## config.mk

```make
export PLATFORM = sky130hd
export DESIGN_NAME = usb_tx_encode
export DESIGN_NICKNAME = d
export VERILOG_FILES = /design/src/rtl/usb_tx_pkg.sv /design/src/rtl/usb_bit_stuff_nrzi.sv /design/src/rtl/usb_tx_encode.sv
export SDC_FILE = /design/constraint.sdc
export NUM_CORES = 1
export LEC_CHECK = 0
export ABC_AREA = 1
export BUFFER_PORTS_ARGS = -buffer_cell sky130_fd_sc_hd__buf_2
export CAP_MARGIN = 40
export CORE_MARGIN = 5
export CORE_UTILIZATION = 25
export CTS_CLUSTER_SIZE = 20
export DETAILED_ROUTE_END_ITERATION = 8
export PLACE_DENSITY = 0.41
export SKIP_LAST_GASP = 1
export SYNTH_ARGS = -nofsm -noshare
export SYNTH_HDL_FRONTEND = slang
export SYNTH_SLANG_ARGS = --single-unit
```

## constraint.sdc

```tcl
create_clock -name clk -period 2.1 [get_ports clk]
set_input_delay 0.21 -clock clk [delete_from_list [all_inputs] [get_ports clk]]
set_output_delay 0.21 -clock clk [all_outputs]
set_load 0.02 [all_outputs]
```

## src/rtl/usb_tx_pkg.sv

```systemverilog
// Shared types and constants for the USB full-speed transmit encoder.
// Line states are packed as {d_plus, d_minus}.
package usb_tx_pkg;

  typedef enum logic [2:0] {
    ST_IDLE,
    ST_SYNC,
    ST_DATA,
    ST_EOP_SE0,
    ST_EOP_J
  } tx_state_t;

  localparam logic [1:0] LINE_J   = 2'b10;
  localparam logic [1:0] LINE_K   = 2'b01;
  localparam logic [1:0] LINE_SE0 = 2'b00;

  localparam logic [7:0]  SYNC_PATTERN_DEF = 8'h80;
  localparam int unsigned STUFF_LEN_DEF    = 6;
  localparam int unsigned EOP_SE0_BITS_DEF = 2;

  // NRZI transition between the two differential data states
  function automatic logic [1:0] line_toggle(input logic [1:0] line);
    return (line == LINE_J) ? LINE_K : LINE_J;
  endfunction

endpackage

```

## src/rtl/usb_bit_stuff_nrzi.sv

```systemverilog
// Bit stuffer and NRZI line driver: owns the run-of-ones counter and the
// registered line state; stalls the bit source while a stuffed 0 goes out.
module usb_bit_stuff_nrzi
  import usb_tx_pkg::*;
#(
  parameter int unsigned STUFF_LEN = STUFF_LEN_DEF
) (
  input  logic       clk,
  input  logic       rst,
  input  logic       i_tick,
  input  logic       i_bit,
  input  logic       i_se0,
  input  logic       i_force_j,
  output logic [1:0] o_line,
  output logic       o_stall_c
);

  localparam int unsigned ONES_W = $clog2(STUFF_LEN + 1);

  logic [ONES_W-1:0] r_ones;
  logic [1:0]        r_line;

  assign o_stall_c = (r_ones == ONES_W'(STUFF_LEN));
  assign o_line    = r_line;

  // Priority: end-of-packet J, owed stuff bit, SE0, then the data bit
  always_ff @(posedge clk) begin
    if (rst) begin
      r_line <= LINE_J;
      r_ones <= '0;
    end else if (i_tick) begin
      if (i_force_j) begin
        r_line <= LINE_J;
        r_ones <= '0;
      end else if (o_stall_c) begin
        r_line <= line_toggle(r_line);
        r_ones <= '0;
      end else if (i_se0) begin
        r_line <= LINE_SE0;
        r_ones <= '0;
      end else if (i_bit) begin
        r_ones <= r_ones + ONES_W'(1);
      end else begin
        r_line <= line_toggle(r_line);
        r_ones <= '0;
      end
    end
  end

endmodule

```

## src/rtl/usb_tx_encode.sv

```systemverilog
// USB full-speed transmit encoder: byte stream in, SYNC + stuffed NRZI data
// + EOP out on d_plus/d_minus. Holding + shift register double buffer.
module usb_tx_encode
  import usb_tx_pkg::*;
#(
  parameter logic [7:0]  SYNC_PATTERN = SYNC_PATTERN_DEF,
  parameter int unsigned STUFF_LEN    = STUFF_LEN_DEF,
  parameter int unsigned EOP_SE0_BITS = EOP_SE0_BITS_DEF
) (
  input  logic       clk,
  input  logic       rst,
  input  logic       bit_tick,
  input  logic [7:0] tx_data,
  input  logic       tx_valid,
  input  logic       tx_last,
  output logic       tx_ready,
  output logic       d_plus,
  output logic       d_minus,
  output logic       tx_oe,
  output logic       busy,
  output logic       err_underrun
);

  localparam int unsigned BYTE_W = 8;
  localparam int unsigned CNT_W  = 4;

  tx_state_t         r_state, w_state_nxt;
  logic [CNT_W-1:0]  r_cnt, w_cnt_nxt;
  logic [BYTE_W-1:0] r_hold, w_hold_nxt;
  logic [BYTE_W-1:0] r_shift, w_shift_nxt;
  logic              r_hold_full, w_hold_full_nxt;
  logic              r_hold_last, w_hold_last_nxt;
  logic              r_shift_full, w_shift_full_nxt;
  logic              r_shift_last, w_shift_last_nxt;
  logic              r_last_seen, w_last_seen_nxt;
  logic              r_ready, w_ready_nxt;
  logic              r_err, w_err_nxt;
  logic              r_active, w_active_nxt;

  logic              w_xfer;
  logic              w_hold_avail;
  logic [BYTE_W-1:0] w_hold_src;
  logic              w_hold_src_last;
  logic [BYTE_W-1:0] w_byte;
  logic              w_stall;
  logic              w_adv;
  logic              w_st_tick;
  logic              w_raw_bit;
  logic              w_se0;
  logic              w_force_j;
  logic [1:0]        w_line;

  // A byte arriving this cycle can bypass the holding register
  assign w_xfer          = tx_valid & r_ready;
  assign w_hold_avail    = r_hold_full | w_xfer;
  assign w_hold_src      = r_hold_full ? r_hold : tx_data;
  assign w_hold_src_last = r_hold_full ? r_hold_last : tx_last;
  assign w_byte          = r_shift_full ? r_shift : w_hold_src;
  assign w_adv           = bit_tick & ~w_stall;

  usb_bit_stuff_nrzi #(
    .STUFF_LEN (STUFF_LEN)
  ) u_stuff (
    .clk       (clk),
    .rst       (rst),
    .i_tick    (w_st_tick),
    .i_bit     (w_raw_bit),
    .i_se0     (w_se0),
    .i_force_j (w_force_j),
    .o_line    (w_line),
    .o_stall_c (w_stall)
  );

  assign {d_plus, d_minus} = w_line;
  assign tx_ready          = r_ready;
  assign tx_oe             = r_active;
  assign busy              = r_active;
  assign err_underrun      = r_err;

  always_ff @(posedge clk) begin
    if (rst) begin
      r_state      <= ST_IDLE;
      r_cnt        <= '0;
      r_hold       <= '0;
      r_shift      <= '0;
      r_hold_full  <= 1'b0;
      r_hold_last  <= 1'b0;
      r_shift_full <= 1'b0;
      r_shift_last <= 1'b0;
      r_last_seen  <= 1'b0;
      r_ready      <= 1'b0;
      r_err        <= 1'b0;
      r_active     <= 1'b0;
    end else begin
      r_state      <= w_state_nxt;
      r_cnt        <= w_cnt_nxt;
      r_hold       <= w_hold_nxt;
      r_shift      <= w_shift_nxt;
      r_hold_full  <= w_hold_full_nxt;
      r_hold_last  <= w_hold_last_nxt;
      r_shift_full <= w_shift_full_nxt;
      r_shift_last <= w_shift_last_nxt;
      r_last_seen  <= w_last_seen_nxt;
      r_ready      <= w_ready_nxt;
      r_err        <= w_err_nxt;
      r_active     <= w_active_nxt;
    end
  end

  always_comb begin
    w_state_nxt      = r_state;
    w_cnt_nxt        = r_cnt;
    w_hold_nxt       = r_hold;
    w_hold_full_nxt  = r_hold_full;
    w_hold_last_nxt  = r_hold_last;
    w_shift_nxt      = r_shift;
    w_shift_full_nxt = r_shift_full;
    w_shift_last_nxt = r_shift_last;
    w_last_seen_nxt  = r_last_seen;
    w_err_nxt        = 1'b0;
    w_active_nxt     = r_active;
    w_st_tick        = 1'b0;
    w_raw_bit        = 1'b1;
    w_se0            = 1'b0;
    w_force_j        = 1'b0;

    if (w_xfer) begin
      w_hold_nxt      = tx_data;
      w_hold_full_nxt = 1'b1;
      w_hold_last_nxt = tx_last;
      if (tx_last) begin
        w_last_seen_nxt = 1'b1;
      end
    end

    unique case (r_state)
      ST_IDLE: begin
        if (bit_tick && w_hold_avail) begin
          w_st_tick        = 1'b1;
          w_raw_bit        = SYNC_PATTERN[0];
          w_state_nxt      = ST_SYNC;
          w_cnt_nxt        = CNT_W'(1);
          w_shift_full_nxt = 1'b0;
          w_active_nxt     = 1'b1;
        end
      end
      ST_SYNC: begin
        if (bit_tick) begin
          w_st_tick = 1'b1;
          w_raw_bit = SYNC_PATTERN[r_cnt[2:0]];
          if (w_adv) begin
            if (r_cnt == CNT_W'(7)) begin
              w_state_nxt = ST_DATA;
              w_cnt_nxt   = '0;
            end else begin
              w_cnt_nxt = r_cnt + CNT_W'(1);
            end
          end
        end
      end
      ST_DATA: begin
        if (bit_tick) begin
          w_st_tick = 1'b1;
          w_raw_bit = w_byte[r_cnt[2:0]];
          if (w_adv) begin
            // First data bit after SYNC pulls the byte out of holding
            if (!r_shift_full) begin
              w_shift_nxt      = w_hold_src;
              w_shift_last_nxt = w_hold_src_last;
              w_shift_full_nxt = 1'b1;
              w_hold_full_nxt  = 1'b0;
              w_cnt_nxt        = r_cnt + CNT_W'(1);
            end else if (r_cnt == CNT_W'(7)) begin
              w_cnt_nxt = '0;
              if (w_hold_avail) begin
                w_shift_nxt      = w_hold_src;
                w_shift_last_nxt = w_hold_src_last;
                w_hold_full_nxt  = 1'b0;
              end else begin
                w_err_nxt        = ~r_shift_last;
                w_shift_full_nxt = 1'b0;
                w_state_nxt      = ST_EOP_SE0;
              end
            end else begin
              w_cnt_nxt = r_cnt + CNT_W'(1);
            end
          end
        end
      end
      ST_EOP_SE0: begin
        if (bit_tick) begin
          w_st_tick = 1'b1;
          w_se0     = 1'b1;
          if (w_adv) begin
            if (r_cnt == CNT_W'(EOP_SE0_BITS - 1)) begin
              w_state_nxt = ST_EOP_J;
              w_cnt_nxt   = '0;
            end else begin
              w_cnt_nxt = r_cnt + CNT_W'(1);
            end
          end
        end
      end
      ST_EOP_J: begin
        if (bit_tick) begin
          w_st_tick = 1'b1;
          w_force_j = 1'b1;
          if (r_cnt == '0) begin
            w_cnt_nxt = CNT_W'(1);
          end else begin
            w_state_nxt     = ST_IDLE;
            w_cnt_nxt       = '0;
            w_active_nxt    = 1'b0;
            w_last_seen_nxt = 1'b0;
          end
        end
      end
      default: begin
        w_state_nxt = ST_IDLE;
      end
    endcase

    // Bytes arriving during EOP would belong to the next packet; hold them off
    w_ready_nxt = ~w_hold_full_nxt & ~w_last_seen_nxt &
                  (w_state_nxt != ST_EOP_SE0) & (w_state_nxt != ST_EOP_J);
  end

endmodule

```

==> results.json, run 1 <==
{
  "status": "complete, no violations",
  "synth_ff_type": "dfxtp_1",
  "cp.buffers_inverters": 3,
  "die_h_um": 100,
  "gp_congestion": 0.817,
  "ios": 19,
  "finalPower_mw": 1.63,
  "ir_drop_mv": 0.229,
  "synthAdderAreaFrac_pct": 3.08,
  "skew_ns": 0.0122,
  "ys_seq_area_share_pct": 36.5,
  "clk_pin_slew_worst_paths_ns": 0.08,
  "fp.dieW_um": 100,
  "h-tree-depth": 2,
  "synth-xor-area-share_pct": 0.864,
  "critical-path-top-delay-family": "simple AND/OR/NAND/NOR gates",
  "area_growth_pct": 15.6,
  "rrSetupSlack_ns": 0.21,
  "fin_area_um2": 2340,
  "p_per_area_nw_per_um2": 696,
  "r2r_end": "r_shift_last$_SDFFE_PP0P_",
  "clk_latency_ns": 0.29,
  "async_reset_ff_share_pct": 0,
  "register_area_um2": 741,
  "fin_setup_tns_ns": 0,
  "grt_max_degree": 19,
  "post-route-period-util_pct": 90.0,
  "whs_path_depth": 3,
  "die-area_um2": 10000,
  "ctsHoldBuffers": 0,
  "start_util_pct": 26.0,
  "cts_tree": "yes",
  "antenna_found_initial": 0,
  "first_global_vias": 1831,
  "wire_per_inst_um": 12.0,
  "worst-setup-path-type": "flip-flop to flip-flop",
  "nets": 347,
  "core-area_um2": 7810,
  "slew_headroom_pct": 74.4,
  "avgSynthCellArea_um2": 6.63,
  "synth_cell_types": 33,
  "synth_fp_nets": 324,
  "viasPerCell": 4.33,
  "syn-cell-area_um2": 2030,
  "ant_nets": 0,
  "period_needed_ns": 1.89,
  "yosys_warnings": 0,
  "p_leak_nw": 1.08,
  "cts_sinks": 37,
  "cp.required_ns": 2.27,
  "critPathCaptureType": "flip-flop",
  "cts_buffer_depth": 2,
  "grt_first_pass_wirelength_um": 8750,
  "detail_route.drc_violations": 0,
  "nFillCells": 886,
  "drt-total-wl_um": 5170,
  "grt-ovfl-total": 0,
  "rows": 32,
  "critPathLaunchType": "flip-flop",
  "first_pass_iters": 4,
  "worstHoldPathType": "input port to flip-flop",
  "min_to": "r_hold[6]$_SDFFE_PP0P_",
  "crit_fanout": 18,
  "finalHoldViolations": 0,
  "syn_inst": 306,
  "cp_slowest_cell": "or2_2",
  "synth-compound-area-share_pct": 16.2,
  "max-cap-violations": 0,
  "cts_setup_buffers": 0,
  "dpl.hpwl_um": 3970,
  "vias": 1869,
  "numPortBuffers": 18,
  "drt-initial-drc-count": 56,
  "cts_buffers": 5,
  "n_antenna_cell": 0,
  "gr-usage-all-layers_pct": 10.9,
  "fmax_mhz": 529,
  "tightest_slew_ns": 0.384,
  "synth-edff-count": 0,
  "setup_violations": 0,
  "arrival_ns": 2.06,
  "synth-simple-area-share_pct": 31.8,
  "min_from": "tx_data[6]",
  "maxSlewViolCount": 0,
  "clock_tree.root_cell": "clkbuf_8",
  "postPlaceCellArea_um2": 2240,
  "drive_gt1_share_pct": 16.1,
  "synth_top_family_by_area": "simple AND/OR/NAND/NOR gates",
  "synthMuxAreaShare_pct": 0,
  "ys_seq_elements": 37,
  "rsz0062_at_grt": "no",
  "max_stage_delay_ns": 0.43,
  "multi_input_area_um2": 1050,
  "reg2reg_from": "u_stuff.r_ones[0]$_SDFFE_PP0P_",
  "reg2reg_depth": 11,
  "worstPathCellList": "inv_1 > ha_1 > nand2_1 > inv_1 > nor2_4 > inv_2 > nor2_4 > nand2_2 > or2_2 > a211oi_2 > a211oi_2"
}
cells in the mapped netlist (2+ instances only):
cell type / number / area share, %
a211oi_2: 2 / 1.2
a21oi_1: 25 / 6.2
and2_1: 2 / 0.62
buf_2: 2 / 0.49
clkbuf_1: 4 / 0.74
dfxtp_1: 37 / 37
ha_1: 5 / 3.1
inv_1: 39 / 7.2
inv_2: 7 / 1.3
nand2_1: 68 / 13
nand3_1: 24 / 5.9
nor2_1: 43 / 8.0
nor2_4: 2 / 1.1
nor3_1: 4 / 0.99
o21ai_0: 22 / 5.4
o21ai_2: 2 / 0.86
xor2_1: 2 / 0.86
worst reg2reg max path, stage by stage (launching register included):
cell	delay, ns
dfxtp_1	0.38
inv_1	0.06
ha_1	0.18
nand2_1	0.06
inv_1	0.08
nor2_4	0.11
inv_2	0.07
nor2_4	0.09
nand2_2	0.06
or2_2	0.43
a211oi_2	0.22
a211oi_2	0.05
what timing repair did:
action	4_1_cts	5_1_grt
endpoints found under the hold margin	0	0
resized for setup	0	1
endpoints found under the setup margin	0	4
registers in the layout (all words and copies together) (netlist names), named ones only:
signal and count:
err_underrun 1, busy 1, r_cnt 4, r_shift_last 1
r_last_seen 1, r_state 3, tx_ready 1, r_shift_full 1
u_stuff.r_ones 3, r_shift 8, u_stuff.o_line 2, r_hold_full 1
r_hold 8, r_hold_last 1
worst max-delay path by stage:
stage / start / to / slack [ns] / depth (start not counted)
floorplan: u_stuff.r_ones[0]$_SDFFE_PP0P_ / r_shift[6]$_SDFFE_PP0P_ / 0.40 / 13
global placement: u_stuff.r_ones[0]$_SDFFE_PP0P_ / r_shift_last$_SDFFE_PP0P_ / 0.18 / 11
detailed placement: u_stuff.r_ones[0]$_SDFFE_PP0P_ / r_shift[4]$_SDFFE_PP0P_ / 0.15 / 11
CTS: u_stuff.r_ones[0]$_SDFFE_PP0P_ / r_shift[5]$_SDFFE_PP0P_ / 0.13 / 11
global route: tx_ready$_SDFF_PP0_ / flip-flop / 0.04 / 12
finish: u_stuff.r_ones[0]$_SDFFE_PP0P_ / r_shift_last$_SDFFE_PP0P_ / 0.21 / 11
cell type report:
| cell class | count | share of cell area (%) |
|---|---|---|
| Inverter | 47 | 7.52 |
| Clock buffer | 7 | 4.11 |
| Sequential cell | 37 | 31.6 |
| Clock inverter | 1 | 0.374 |
| Multi-Input combinational cell | 213 | 44.9 |
| Tap cell | 102 | 5.44 |
| Timing Repair Buffer | 25 | 6.08 |
routing by layer:
layer | wire length, um | up-vias | track usage [%]
li1 | - | 1013 | -
met1 | 2750 | 831 | 15.5
met2 | 2230 | 20 | 16.8
met3 | 150 | 5 | 2.29
met4 | 46 | 0 | 2.80
met5 | 0 | - | 0
cell families after synthesis:
logic type,Yosys count
AO/OA/AOI/OAI,57
XOR/XNOR,2
adder cells (fa/ha/maj),5
buffers and inverters,56
flip-flops,37
AND/OR/NAND/NOR,149
power breakdown:
part,internal [mW],switching [mW]
clock,0.303,0.268
sequential,0.737,0.0205
combinational,0.108,0.195
total,1.15,0.483
cells in the final DEF (no fill, tap or decap), types with 4 or more instances in the layout:
cell,instances
a21oi_1,25
buf_2,18
buf_4,7
clkbuf_8,7
dfxtp_1,37
ha_1,5
inv_1,39
inv_2,7
nand2_1,68
nand3_1,24
nor2_1,43
nor3_1,4
o21ai_0,22
through the flow:
stage | worst slack (ns) | std cells | hold WS, ns | util (%)
detailed placement | 0.149 | 424 | 0.436 | 28.7
global route | 0.0435 | 432 | 0.201 | 30.0
global placement | 0.181 | 424 | 0.436 | 28.7
floorplan | 0.397 | 306 | 0.377 | -
finish | 0.210 | 432 | 0.183 | 30.0
CTS | 0.126 | 432 | 0.183 | 30.0
Power figures use the tool's default switching activity.
==> run 2: changes to the inputs <==
--- a/config.mk
+++ b/config.mk
@@ -12,6 +12,7 @@
 export CORE_UTILIZATION = 25
 export CTS_CLUSTER_SIZE = 20
 export DETAILED_ROUTE_END_ITERATION = 8
+export GPL_TIMING_DRIVEN = 0
 export PLACE_DENSITY = 0.41
 export SKIP_LAST_GASP = 1
 export SYNTH_ARGS = -nofsm -noshare
==> run 2 against run 1 <==
- largest power group unchanged
- die area unchanged
- clock power decreased by 3.7%
- largest cell class unchanged
- sequential share of layout area increased by 0.070 points
- global-route usage increased by 0.29 points
==> results.json, run 2 (synthesis results as in run 1) <==
{
  "status": "complete, no violations",
  "fp.dieW_um": 100,
  "drt-initial-drc-count": 65,
  "ir_drop_mv": 0.230,
  "start_util_pct": 26.0,
  "worstPathCellList": "ha_1 > nand2_1 > nor2_1 > inv_1 > nand2_1 > nand2_2 > or2_1 > buf_6 > buf_8 > o21ai_2 > a21oi_2",
  "finalCoreUtilization_pct": 30.0,
  "rows": 32,
  "grt-ovfl-total": 0,
  "area_growth_pct": 15.5,
  "finalPower_mw": 1.60,
  "setup_violations": 0,
  "drt-total-wl_um": 5220,
  "ctsHoldBuffers": 0,
  "clock_tree.root_cell": "clkbuf_8",
  "numPortBuffers": 17,
  "fin_ws_ns": 0.178,
  "ant_nets": 0,
  "n_antenna_cell": 0,
  "wire_per_inst_um": 12.1,
  "grt_first_pass_wirelength_um": 8950,
  "first_global_vias": 1935,
  "crit_path_frequent_cell": "nand2_1",
  "largestRegisters": "r_hold (8), r_shift (8), r_cnt (4)",
  "cts_buffers": 5,
  "drive_gt1_share_pct": 15.1,
  "viasPerCell": 4.52,
  "max_stage_delay_ns": 0.43,
  "postPlaceCellArea_um2": 2240,
  "tightest_slew_ns": 0.527,
  "antenna_found_initial": 0,
  "fin_setup_tns_ns": 0,
  "gp_congestion": 0.785,
  "mostFrequentLayoutCells": "nand2_1 (68), nor2_1 (43), inv_1 (39)",
  "first_pass_iters": 4,
  "vias": 1956,
  "cts-resized-gates": 0,
  "p_per_area_nw_per_um2": 684,
  "dpl.hpwl_um": 4080,
  "h-tree-depth": 2,
  "whs_ns": 0.187,
  "die-area_um2": 10000,
  "post-route-period-util_pct": 91.5,
  "maxSlewViolCount": 0,
  "slew_headroom_pct": 64.9,
  "detail_route.drc_violations": 0,
  "core-area_um2": 7810,
  "cts_sinks": 37,
  "cts_tree": "yes",
  "clk_latency_ns": 0.29,
  "fin_area_um2": 2340,
  "ios": 19,
  "worstHoldPathType": "input port to flip-flop",
  "critPathCaptureType": "flip-flop",
  "arrival_ns": 2.10,
  "cp.required_ns": 2.28,
  "dp_cells": 425,
  "layout_commonest_cell": "nand2_1",
  "rsz0062_at_grt": "no",
  "gr-usage-all-layers_pct": 11.2,
  "post_layout_nonfiller_instances": 433,
  "critPathLaunchType": "flip-flop",
  "die_h_um": 100,
  "dpl_worst_slack_ns": 0.120,
  "nets": 348,
  "cts_buffer_depth": 2,
  "finalHoldViolations": 0,
  "worst-setup-path-type": "flip-flop to flip-flop",
  "clk_pin_slew_worst_paths_ns": 0.08,
  "skew_ns": 0.00808,
  "grt_max_degree": 12,
  "nFillCells": 920,
  "p_leak_nw": 1.07,
  "period_needed_ns": 1.92,
  "crit_fanout": 10,
  "cts_setup_buffers": 0,
  "max-cap-violations": 0,
  "fmax_mhz": 520,
  "cp_slowest_cell": "dfxtp_1"
}
[run 2: cell type report]
class / instances / area [um2] / share of cell area [%]
Multi-Input combinational cell: 213 / 1050 / 44.9
Clock buffer: 7 / 96.3 / 4.11
Inverter: 47 / 176 / 7.53
Timing Repair Buffer: 17 / 85.1 / 3.63
Tap cell: 102 / 128 / 5.45
Buffer: 9 / 58.8 / 2.51
Clock inverter: 1 / 5.00 / 0.214
Sequential cell: 37 / 742 / 31.7
[run 2: final timing paths]
| check | end | slack [ns] | cells past startpoint | start |
|---|---|---|---|---|
| max | r_shift[6]$_SDFFE_PP0P_ | 0.18 | 11 | r_cnt[1]$_SDFFE_PP0N_ |
| max reg2reg | r_shift[6]$_SDFFE_PP0P_ | 0.18 | 11 | r_cnt[1]$_SDFFE_PP0N_ |
| min reg2reg | err_underrun$_SDFF_PP0_ | 0.43 | 1 | r_shift_last$_SDFFE_PP0P_ |
| min | r_hold[6]$_SDFFE_PP0P_ | 0.19 | 3 | tx_data[6] |
[run 2: where the power goes]
group | total, mW | internal (mW) | switching [mW]
sequential | 0.765 | 0.738 | 0.0275
combinational | 0.288 | 0.0997 | 0.188
clock | 0.550 | 0.297 | 0.254
[run 2: per-layer routing]
| layer | up-vias | wire length [um] | track usage [%] |
|---|---|---|---|
| li1 | 1015 | - | - |
| met1 | 907 | 2580 | 14.6 |
| met2 | 30 | 2400 | 18.7 |
| met3 | 4 | 192 | 2.36 |
| met4 | 0 | 53 | 3.11 |
| met5 | - | 0 | 0 |
[run 2: critical path: cells and delay by family (launching register included)]
kind,cells,cell delay [ns]
and+or+nand+nor,5,0.60
DFF,1,0.43
AOI/OAI and AO/OA,2,0.18
buffers and inverters,3,0.39
adders and majority gates,1,0.20
